===== config.mk =====
export PLATFORM = sky130hd
export DESIGN_NAME = mix_columns_seq_flat
export DESIGN_NICKNAME = d
export VERILOG_FILES = /design/src/rtl/mix_columns_seq_if.sv /design/src/rtl/mix_columns_seq.sv /design/src/flat_wrapper.sv
export SDC_FILE = /design/constraint.sdc
export NUM_CORES = 1
export LEC_CHECK = 0
export CORE_ASPECT_RATIO = 1.75
export CORE_MARGIN = 5
export CORE_UTILIZATION = 52
export CTS_BUF_LIST = sky130_fd_sc_hd__clkbuf_8
export CTS_CLUSTER_DIAMETER = 80
export DETAILED_ROUTE_END_ITERATION = 6
export PLACE_DENSITY = 0.95
export SLEW_MARGIN = 5
export SYNTH_ARGS = -nofsm -noshare
export SYNTH_HDL_FRONTEND = slang
export SYNTH_SLANG_ARGS = --single-unit
export TNS_END_PERCENT = 20

===== constraint.sdc =====
create_clock -name clk -period 5.2 [get_ports clk]
set_input_delay 1.04 -clock clk [delete_from_list [all_inputs] [get_ports clk]]
set_output_delay 1.04 -clock clk [all_outputs]
set_load 0.02 [all_outputs]

===== src/rtl/mix_columns_seq_if.sv =====
// Handshake bundle for mix_columns_seq: state input channel and result output channel.
// The master drives the input and consumes the result; the slave is the engine.
interface mix_columns_seq_if;
    logic         in_valid;
    logic         in_ready;
    logic [127:0] in_data;
    logic         out_valid;
    logic         out_ready;
    logic [127:0] out_data;

    modport master (
        output in_valid, in_data, out_ready,
        input  in_ready, out_valid, out_data
    );

    modport slave (
        input  in_valid, in_data, out_ready,
        output in_ready, out_valid, out_data
    );
endinterface


===== src/rtl/mix_columns_seq.sv =====
// Sequential AES MixColumns engine, COLS_PER_CYCLE columns per clock (IDLE/BUSY/DONE).
// Define MIX_COLUMNS_INV_EN to add the inv_i port and InvMixColumns datapath.
module mix_columns_seq #(
    parameter int COLS_PER_CYCLE = 1
) (
    input  logic              clk,
    input  logic              rst_n,
    mix_columns_seq_if.slave  bus,
    output logic              busy
`ifdef MIX_COLUMNS_INV_EN
    ,
    input  logic              inv_i
`endif
);

    generate
        if (!(COLS_PER_CYCLE == 1 || COLS_PER_CYCLE == 2 || COLS_PER_CYCLE == 4)) begin : g_bad_cfg
            $error("mix_columns_seq: COLS_PER_CYCLE must be 1, 2 or 4");
        end
    endgenerate

    localparam int K = 4 / COLS_PER_CYCLE;

    typedef enum logic [1:0] {IDLE, BUSY, DONE} state_t;

    function automatic logic [7:0] xtime(input logic [7:0] a);
        return {a[6:0], 1'b0} ^ (a[7] ? 8'h1b : 8'h00);
    endfunction

    function automatic logic [31:0] mix_fwd(input logic [31:0] c);
        logic [7:0] a0, a1, a2, a3, m0, m1, m2, m3;
        a0 = c[31:24]; a1 = c[23:16]; a2 = c[15:8]; a3 = c[7:0];
        m0 = xtime(a0); m1 = xtime(a1); m2 = xtime(a2); m3 = xtime(a3);
        return {m0 ^ (m1 ^ a1) ^ a2 ^ a3,
                a0 ^ m1 ^ (m2 ^ a2) ^ a3,
                a0 ^ a1 ^ m2 ^ (m3 ^ a3),
                (m0 ^ a0) ^ a1 ^ a2 ^ m3};
    endfunction

`ifdef MIX_COLUMNS_INV_EN
    // Multiples 9/b/d/e assembled from the x2, x4, x8 xtime chain of each byte.
    function automatic logic [31:0] mix_inv(input logic [31:0] c);
        logic [7:0] a [4];
        logic [7:0] m9 [4];
        logic [7:0] mb [4];
        logic [7:0] md [4];
        logic [7:0] me [4];
        logic [7:0] x2, x4, x8;
        for (int i = 0; i < 4; i++) begin
            a[i]  = c[31 - 8*i -: 8];
            x2    = xtime(a[i]);
            x4    = xtime(x2);
            x8    = xtime(x4);
            m9[i] = x8 ^ a[i];
            mb[i] = x8 ^ x2 ^ a[i];
            md[i] = x8 ^ x4 ^ a[i];
            me[i] = x8 ^ x4 ^ x2;
        end
        return {me[0] ^ mb[1] ^ md[2] ^ m9[3],
                m9[0] ^ me[1] ^ mb[2] ^ md[3],
                md[0] ^ m9[1] ^ me[2] ^ mb[3],
                mb[0] ^ md[1] ^ m9[2] ^ me[3]};
    endfunction
`endif

    state_t       state_q, state_d;
    logic [1:0]   cnt_q, cnt_d;
    logic [127:0] data_q, data_d;
    logic         in_ready_q, in_ready_d;
    logic         out_valid_q, out_valid_d;
    logic         busy_q, busy_d;
`ifdef MIX_COLUMNS_INV_EN
    logic         inv_q, inv_d;
`endif

    logic [1:0]   col_idx [COLS_PER_CYCLE];
    logic [31:0]  col_out [COLS_PER_CYCLE];

    // Columns handled this clock: [cnt*COLS_PER_CYCLE +: COLS_PER_CYCLE], read from the result register.
    for (genvar gi = 0; gi < COLS_PER_CYCLE; gi++) begin : g_col
        logic [31:0] col_in;
        assign col_idx[gi] = 2'(int'(cnt_q) * COLS_PER_CYCLE + gi);
        assign col_in      = data_q[127 - 32*int'(col_idx[gi]) -: 32];
`ifdef MIX_COLUMNS_INV_EN
        assign col_out[gi] = inv_q ? mix_inv(col_in) : mix_fwd(col_in);
`else
        assign col_out[gi] = mix_fwd(col_in);
`endif
    end

    always_comb begin
        state_d     = state_q;
        cnt_d       = cnt_q;
        data_d      = data_q;
        in_ready_d  = in_ready_q;
        out_valid_d = out_valid_q;
        busy_d      = busy_q;
`ifdef MIX_COLUMNS_INV_EN
        inv_d       = inv_q;
`endif
        case (state_q)
            IDLE: begin
                if (bus.in_valid && in_ready_q) begin
                    data_d     = bus.in_data;
                    cnt_d      = 2'd0;
                    state_d    = BUSY;
                    in_ready_d = 1'b0;
                    busy_d     = 1'b1;
`ifdef MIX_COLUMNS_INV_EN
                    inv_d      = inv_i;
`endif
                end
            end
            BUSY: begin
                for (int i = 0; i < COLS_PER_CYCLE; i++) begin
                    data_d[127 - 32*int'(col_idx[i]) -: 32] = col_out[i];
                end
                if (cnt_q == 2'(K - 1)) begin
                    state_d     = DONE;
                    cnt_d       = 2'd0;
                    out_valid_d = 1'b1;
                end else begin
                    cnt_d = cnt_q + 2'd1;
                end
            end
            DONE: begin
                // in_ready returns only in IDLE, so a new block can never overlap the handoff.
                if (bus.out_ready) begin
                    state_d     = IDLE;
                    out_valid_d = 1'b0;
                    busy_d      = 1'b0;
                    in_ready_d  = 1'b1;
                end
            end
            default: begin
                state_d     = IDLE;
                cnt_d       = 2'd0;
                out_valid_d = 1'b0;
                busy_d      = 1'b0;
                in_ready_d  = 1'b1;
            end
        endcase
    end

    always_ff @(posedge clk or negedge rst_n) begin
        if (!rst_n) begin
            state_q     <= IDLE;
            cnt_q       <= 2'd0;
            data_q      <= '0;
            in_ready_q  <= 1'b1;
            out_valid_q <= 1'b0;
            busy_q      <= 1'b0;
`ifdef MIX_COLUMNS_INV_EN
            inv_q       <= 1'b0;
`endif
        end else begin
            state_q     <= state_d;
            cnt_q       <= cnt_d;
            data_q      <= data_d;
            in_ready_q  <= in_ready_d;
            out_valid_q <= out_valid_d;
            busy_q      <= busy_d;
`ifdef MIX_COLUMNS_INV_EN
            inv_q       <= inv_d;
`endif
        end
    end

    assign bus.in_ready  = in_ready_q;
    assign bus.out_valid = out_valid_q;
    assign bus.out_data  = data_q;
    assign busy          = busy_q;

endmodule


===== src/flat_wrapper.sv =====
// flat-port wrapper written by rule: the top's interface ports become plain ports
module mix_columns_seq_flat 
#(
    parameter int COLS_PER_CYCLE = 1
)
  (clk, rst_n, busy, bus_in_valid, bus_in_data, bus_out_ready, bus_in_ready, bus_out_valid, bus_out_data);
  mix_columns_seq_if bus_i ();
  input  logic clk;
  input  logic rst_n;
  output logic busy;
  input wire logic [$bits(bus_i.in_valid)-1:0] bus_in_valid;
  input wire logic [$bits(bus_i.in_data)-1:0] bus_in_data;
  input wire logic [$bits(bus_i.out_ready)-1:0] bus_out_ready;
  output wire logic [$bits(bus_i.in_ready)-1:0] bus_in_ready;
  output wire logic [$bits(bus_i.out_valid)-1:0] bus_out_valid;
  output wire logic [$bits(bus_i.out_data)-1:0] bus_out_data;
  assign bus_i.in_valid = bus_in_valid;
  assign bus_i.in_data = bus_in_data;
  assign bus_i.out_ready = bus_out_ready;
  assign bus_in_ready = bus_i.in_ready;
  assign bus_out_valid = bus_i.out_valid;
  assign bus_out_data = bus_i.out_data;
  mix_columns_seq #(.COLS_PER_CYCLE(COLS_PER_CYCLE)) u_core (.clk(clk), .rst_n(rst_n), .bus(bus_i), .busy(busy));
endmodule

======== Word level (Yosys, flattened, before mapping) ========
Index checks and enable logic that the tools add are counted.
operators by class
  $add $sub $neg .......................... 3
  equal/unequal tests ..................... 6
  shifts and indexed selects .............. 3
  multiplexer cells ....................... 22
  bitwise gates (word level) .............. 23
  reduce and logical (&&, ||, !) cells .... 8
operator list
  cell                                                                        count
  128-bit one-hot mux with 2 select lines                                     1
  8-bit XOR                                                                   20
  32-bit by 33-bit variable shift with 159-bit output (first input constant)  1
  159-bit by 32-bit variable part select with 32-bit output                   1
  32-bit by 33-bit variable part select with 159-bit output                   1
  128-bit bitwise mux                                                         1
  128-bit two-way mux                                                         1
  32-bit negator with 33-bit output                                           1
  5-bit two-way mux                                                           4
  2-bit one-hot mux with 3 select lines                                       2
  2-bit two-way mux                                                           5
  1-bit one-hot mux with 3 select lines                                       3
  3-bit AND reduction                                                         3
  7-bit by 7-bit subtractor with 8-bit output (first input constant)          1
  1-bit two-way mux                                                           5
  2-bit equality test (second input constant)                                 2
  2-bit by 1-bit != test with 1-bit output (second input constant)            2
  2-bit AND reduction                                                         2
  1-bit inverter                                                              3
  2-bit by 1-bit adder with 2-bit output (second input constant)              1
  2-bit by 1-bit equality test with 1-bit output (second input constant)      1
  2-bit logical NOT                                                           1
  2-bit != test (second input constant)                                       1
  2-bit nonzero test                                                          1
  1-bit logical AND                                                           1
word-level totals
  bits in registers ....................... 135
  input port bits ......................... 132
  output and inout bits ................... 131
  word-level logic and storage cells ...... 71

======== Logic depth before layout (Yosys ltp) ========
  word-level depth ........................ 11
  gate-level depth with buffers ........... 10
  depth with buffers taken out ............ 6

======== Worst setup path after synthesis ========
Ideal clock, no wire load.
  path kind ............................... register -> register
  from .................................... register u_core.cnt_q[0]
  to ...................................... register u_core.data_q[125], in the netlist u_core.bus.out_data[125]
  library setup time ...................... 0.091 ns
  arrival ................................. 2.233 ns
  data required time ...................... 5.109 ns
  path slack .............................. 2.876 ns
  stages on the path, launching flop included .. 7
  buffers on the path ..................... 2
  period minus slack after synthesis ...... 2.324 ns
  cells stage by stage .................... dfrtp_1 buf_6 buf_6 mux4_2 xor2_1 xor3_1 o221ai_1
between the ends
  longest elaborated chain between the ends .. 11
  elaborated cells between the ends (all ways) .. 31
  those cells by class .................... add/sub (2); shift (3); mux (6); bitwise (20)
RTL lines
  element                                                    line                                           RTL
  from (decl)                                                mix_columns_seq.sv:67                          logic [1:0] cnt_q, cnt_d;
  from (signal assigned)                                     mix_columns_seq.sv:158                         cnt_q <= cnt_d;
  7-bit by 7-bit subtractor with 8-bit output *              mix_columns_seq.sv:83, mix_columns_seq.sv:116
  159-bit by 32-bit variable part select with 32-bit output  mix_columns_seq.sv:83                          assign col_in = data_q[127 - 32*int'(col_idx[gi]) -: 32];
  5-bit two-way mux                                          mix_columns_seq.sv:27                          return {a[6:0], 1'b0} ^ (a[7] ? 8'h1b : 8'h00);
  8-bit XOR                                                  mix_columns_seq.sv:27
  8-bit XOR, on equally long branches (4 in series)          mix_columns_seq.sv:37, mix_columns_seq.sv:34
  32-bit by 33-bit variable part select with 159-bit output  mix_columns_seq.sv:116                         data_d[127 - 32*int'(col_idx[i]) -: 32] = col_out[i];
  128-bit bitwise mux *                                      mix_columns_seq.sv:116
  128-bit one-hot mux with 2 select lines *                  mix_columns_seq.sv:101                         case (state_q)
  to (signal assigned)                                       mix_columns_seq.sv:159                         data_q <= data_d;
  to (decl)                                                  mix_columns_seq.sv:68                          logic [127:0] data_q, data_d;
Mark *: on every way between the ends. The rest lies on a longest branch, timed or not.
A chain may end at the register's enable or synchronous reset.

======== Worst setup path after layout ========
  from .................................... register u_core.cnt_q[0]
  to ...................................... register u_core.data_q[16], in the netlist u_core.bus.out_data[16]
The elaborated chain is that of the path after synthesis.

==> reports/results.tsv <==
stage	metric	value	unit
clock_network	cts_tree	yes	
cells_and_area	layout_common_cells	nand2_1 (263), clkdlybuf4s50_1 (261), dfrtp_1 (132), o221ai_1 (116), mux4_2 (32)	
synthesis	yosysSeqAreaShare	41.48	%
floorplanning	initial_utilization	52.94	%
placement	gp_congestion	0.9306	
synthesis	syn_area	8148	sq um
worst_setup_path	crit_required	5.53	ns
sta	setup_viol	0	
drt	dr.pass1.iters	5	
hold_path	min_from	u_core.busy$_DFFE_PN0P_	
sta	max_slew_margin	17.81	%
worst_setup_path	worstPathArrival	3.66	ns
global_routing	groute.usage.overall	32.16	%
clock_network	cts_sinks	135	
global_routing	grt_overflow	0	
drt	drtIter0Drc	672	
drt	route.detailed.drc	0	
hold_path	hold_class	reg2reg	
synthesis	synth_cells	734	
clock_network	htreeDepth	4	
worst_setup_path	crit_path_start_kind	flop	
global_routing	grt_first_pass_wirelength	45940	um
floorplanning	num_rows	60	
worst_setup_path	path_class	reg2reg	
drt	drt-total-wl	30040	um
global_routing	grt_pass1_vias	8034	
job	maxCapViolCount	0	
clock_network	clkTransAtPathRegs	0.08	ns
synthesis	ys.warnings.count	0	
sta	fin_crit_sh	63.92	%
synthesis	synth_cell_types	36	
floorplanning	coreArea	15390	sq um
run_status	status	complete, no violations	
clock_network	clock_latency	0.45	ns
worst_setup_path	crit_fanout	25	
drt	drt-wirelength-per-cell	25.97	um
floorplanning	die_w	104.6	um
worst_setup_path	end_kind	flop	
synthesis	ys_seq_elements	135	
sta	slew_violations	0	
cells_and_area	area_growth	37.88	%
global_routing	antenna_found_initial	1	
sta	fin_worst_skew	0.01851	ns
global_routing	grt_max_degree	100	
sta	fin_setup_tns	0	ns
hold_path	hold_path_depth	1	
floorplanning	die_area	18370	sq um
cells_and_area	drive_gt1_share	11.13	%
sta	worstMarginPinSlew	1.233	ns
synthesis	synth_area_per_cell	11.10	sq um
floorplanning	num_io_pins	263	
sta	period_minus_slack	3.324	ns
cells_and_area	fin_nets	1093	
cells_and_area	layout_commonest_cell	nand2_1	
drt	via_per_inst	6.538	
worst_setup_path	reg2reg_slack	1.88	ns
clock_network	cts-buffers-inserted	17	
hold_path	hold_path_end	u_core.busy$_DFFE_PN0P_	
clock_network	postCtsHoldBufs	0	
sta	hold_violations	0	
drt	postRouteAntennaNets	0	
sta	rsz0062_at_grt	false	
cells_and_area	nFillCells	967	
placement	dp_hpwl	21430	um
cells_and_area	ff_latch_area	3382	sq um
floorplanning	fp.dieH	175.6	um
synthesis	synthesis.nets	870	
worst_setup_path	r2r-start	u_core.cnt_q[0]$_DFFE_PN0P_	
sta	max_freq	0.3009	GHz
drt	vias	7564	
clock_network	postCtsSetupBuffers	0	
placement	port_buffers	262	
worst_setup_path	reg2reg_depth	5	
clock_network	cts-root-buf	clkbuf_8	
clock_network	cts_buffer_depth	2	
cells_and_area	multi_input_comb_area	4482	sq um
worst_setup_path	worst_r2r_endpoint	u_core.bus.out_data[16]$_DFFE_PN0P_	
clock_network	cts_resized	0	
==> final cells by class <==
class,count,share of cell area [%]
inverter,5,0.1671
antenna,1,0.02227
timing repair buffer,272,24.02
sequential,135,30.10
clock inverter,13,1.392
multi-input combinational,526,39.89
clock buffer,19,2.328
tap,186,2.072
==> per-layer routing <==
layer	global-route usage [%]	vias to the layer above	routed length, um	share of wire (%)
met3	6.951	171	2580	8.6
met5	0	-	0	0
li1	-	3154	-	-
met2	54.18	582	15530	52
met1	36.01	3657	9816	33
met4	22.29	0	2112	7.0
==> flip-flops by register name, indices dropped and copies added, names as in the netlist <==
| register | flops |
|---|---|
| u_core.cnt_q | 2 |
| u_core.state_q | 2 |
| u_core.bus.out_valid | 1 |
| u_core.busy | 1 |
| u_core.bus.out_data | 128 |
| u_core.bus.in_ready | 1 |
==> worst max-delay path, stage by stage (launching register included) <==
cell	delay (ns)
dfrtp_2	0.91
buf_4	0.44
mux4_2	0.70
xor2_1	0.38
xnor3_1	0.54
o221ai_1	0.25
==> stage by stage <==
stage | setup WS [ns] | utilization (%) | area (sq um) | hold WS, ns | std cells
2_1_floorplan | 2.876 | - | 8148 | 0.5203 | 734
3_3_place_gp | 1.963 | 70.27 | 10810 | 0.4805 | 1124
5_1_grt | 1.664 | 73.00 | 11230 | 0.5322 | 1157
6_report | 1.876 | 73.00 | 11230 | 0.5046 | 1157
3_5_place_dp | 1.902 | 70.27 | 10810 | 0.4901 | 1124
4_1_cts | 1.863 | 72.98 | 11230 | 0.5022 | 1156
==> how the worst max path moves through the flow <==
stage | endpoint | startpoint | slack, ns | cells past startpoint
5_1_grt | u_core.bus.out_data[16]$_DFFE_PN0P_ | u_core.cnt_q[0]$_DFFE_PN0P_ | 1.66 | 5
4_1_cts | u_core.bus.out_data[16]$_DFFE_PN0P_ | u_core.cnt_q[0]$_DFFE_PN0P_ | 1.86 | 5
6_report | u_core.bus.out_data[16]$_DFFE_PN0P_ | u_core.cnt_q[0]$_DFFE_PN0P_ | 1.88 | 5
3_5_place_dp | u_core.bus.out_data[16]$_DFFE_PN0P_ | u_core.cnt_q[0]$_DFFE_PN0P_ | 1.90 | 5
2_1_floorplan | u_core.bus.out_data[125]$_DFFE_PN0P_ | u_core.cnt_q[0]$_DFFE_PN0P_ | 2.88 | 6
3_3_place_gp | u_core.bus.out_data[105]$_DFFE_PN0P_ | u_core.cnt_q[0]$_DFFE_PN0P_ | 1.96 | 5
==> synth_stat cells, drive strengths merged <==
| library cell | number | area (sq um) |
|---|---|---|
| a21o | 4 | 30.03 |
| a21oi | 2 | 10.01 |
| a22o | 2 | 17.52 |
| a22oi | 1 | 7.510 |
| a31oi | 1 | 6.260 |
| a32o | 1 | 10.01 |
| buf | 14 | 86.33 |
| clkbuf | 54 | 203.9 |
| dfrtp | 134 | 3353 |
| dfstp | 1 | 26.28 |
| ha | 4 | 50.05 |
| inv | 5 | 18.77 |
| mux4 | 32 | 720.7 |
| nand2 | 263 | 987.2 |
| nand2b | 1 | 6.260 |
| nand3 | 2 | 10.01 |
| nand3b | 1 | 7.510 |
| nand4 | 1 | 6.260 |
| nor2 | 3 | 11.26 |
| nor2b | 1 | 6.260 |
| o21ai | 3 | 15.01 |
| o221ai | 128 | 1196 |
| or4 | 1 | 7.510 |
| xnor2 | 17 | 201.4 |
| xnor3 | 31 | 701.9 |
| xor2 | 15 | 165.2 |
| xor3 | 12 | 285.3 |
==> kinds of logic after synthesis <==
logic type               after synthesis  synth area share (%)
adder cells (fa/ha/maj)                4                0.6143
buffers and inverters                 73                 3.793
AND/OR/NAND/NOR                      273                 12.79
AO/OA/AOI/OAI                        142                 15.86
XOR/XNOR                              75                 16.62
multiplexers                          32                 8.845
flip-flops                           135                 41.48
Power is left out: the tool's default activity adds up to more than one toggle a clock period on the data nets, which glitch-free logic cannot reach.
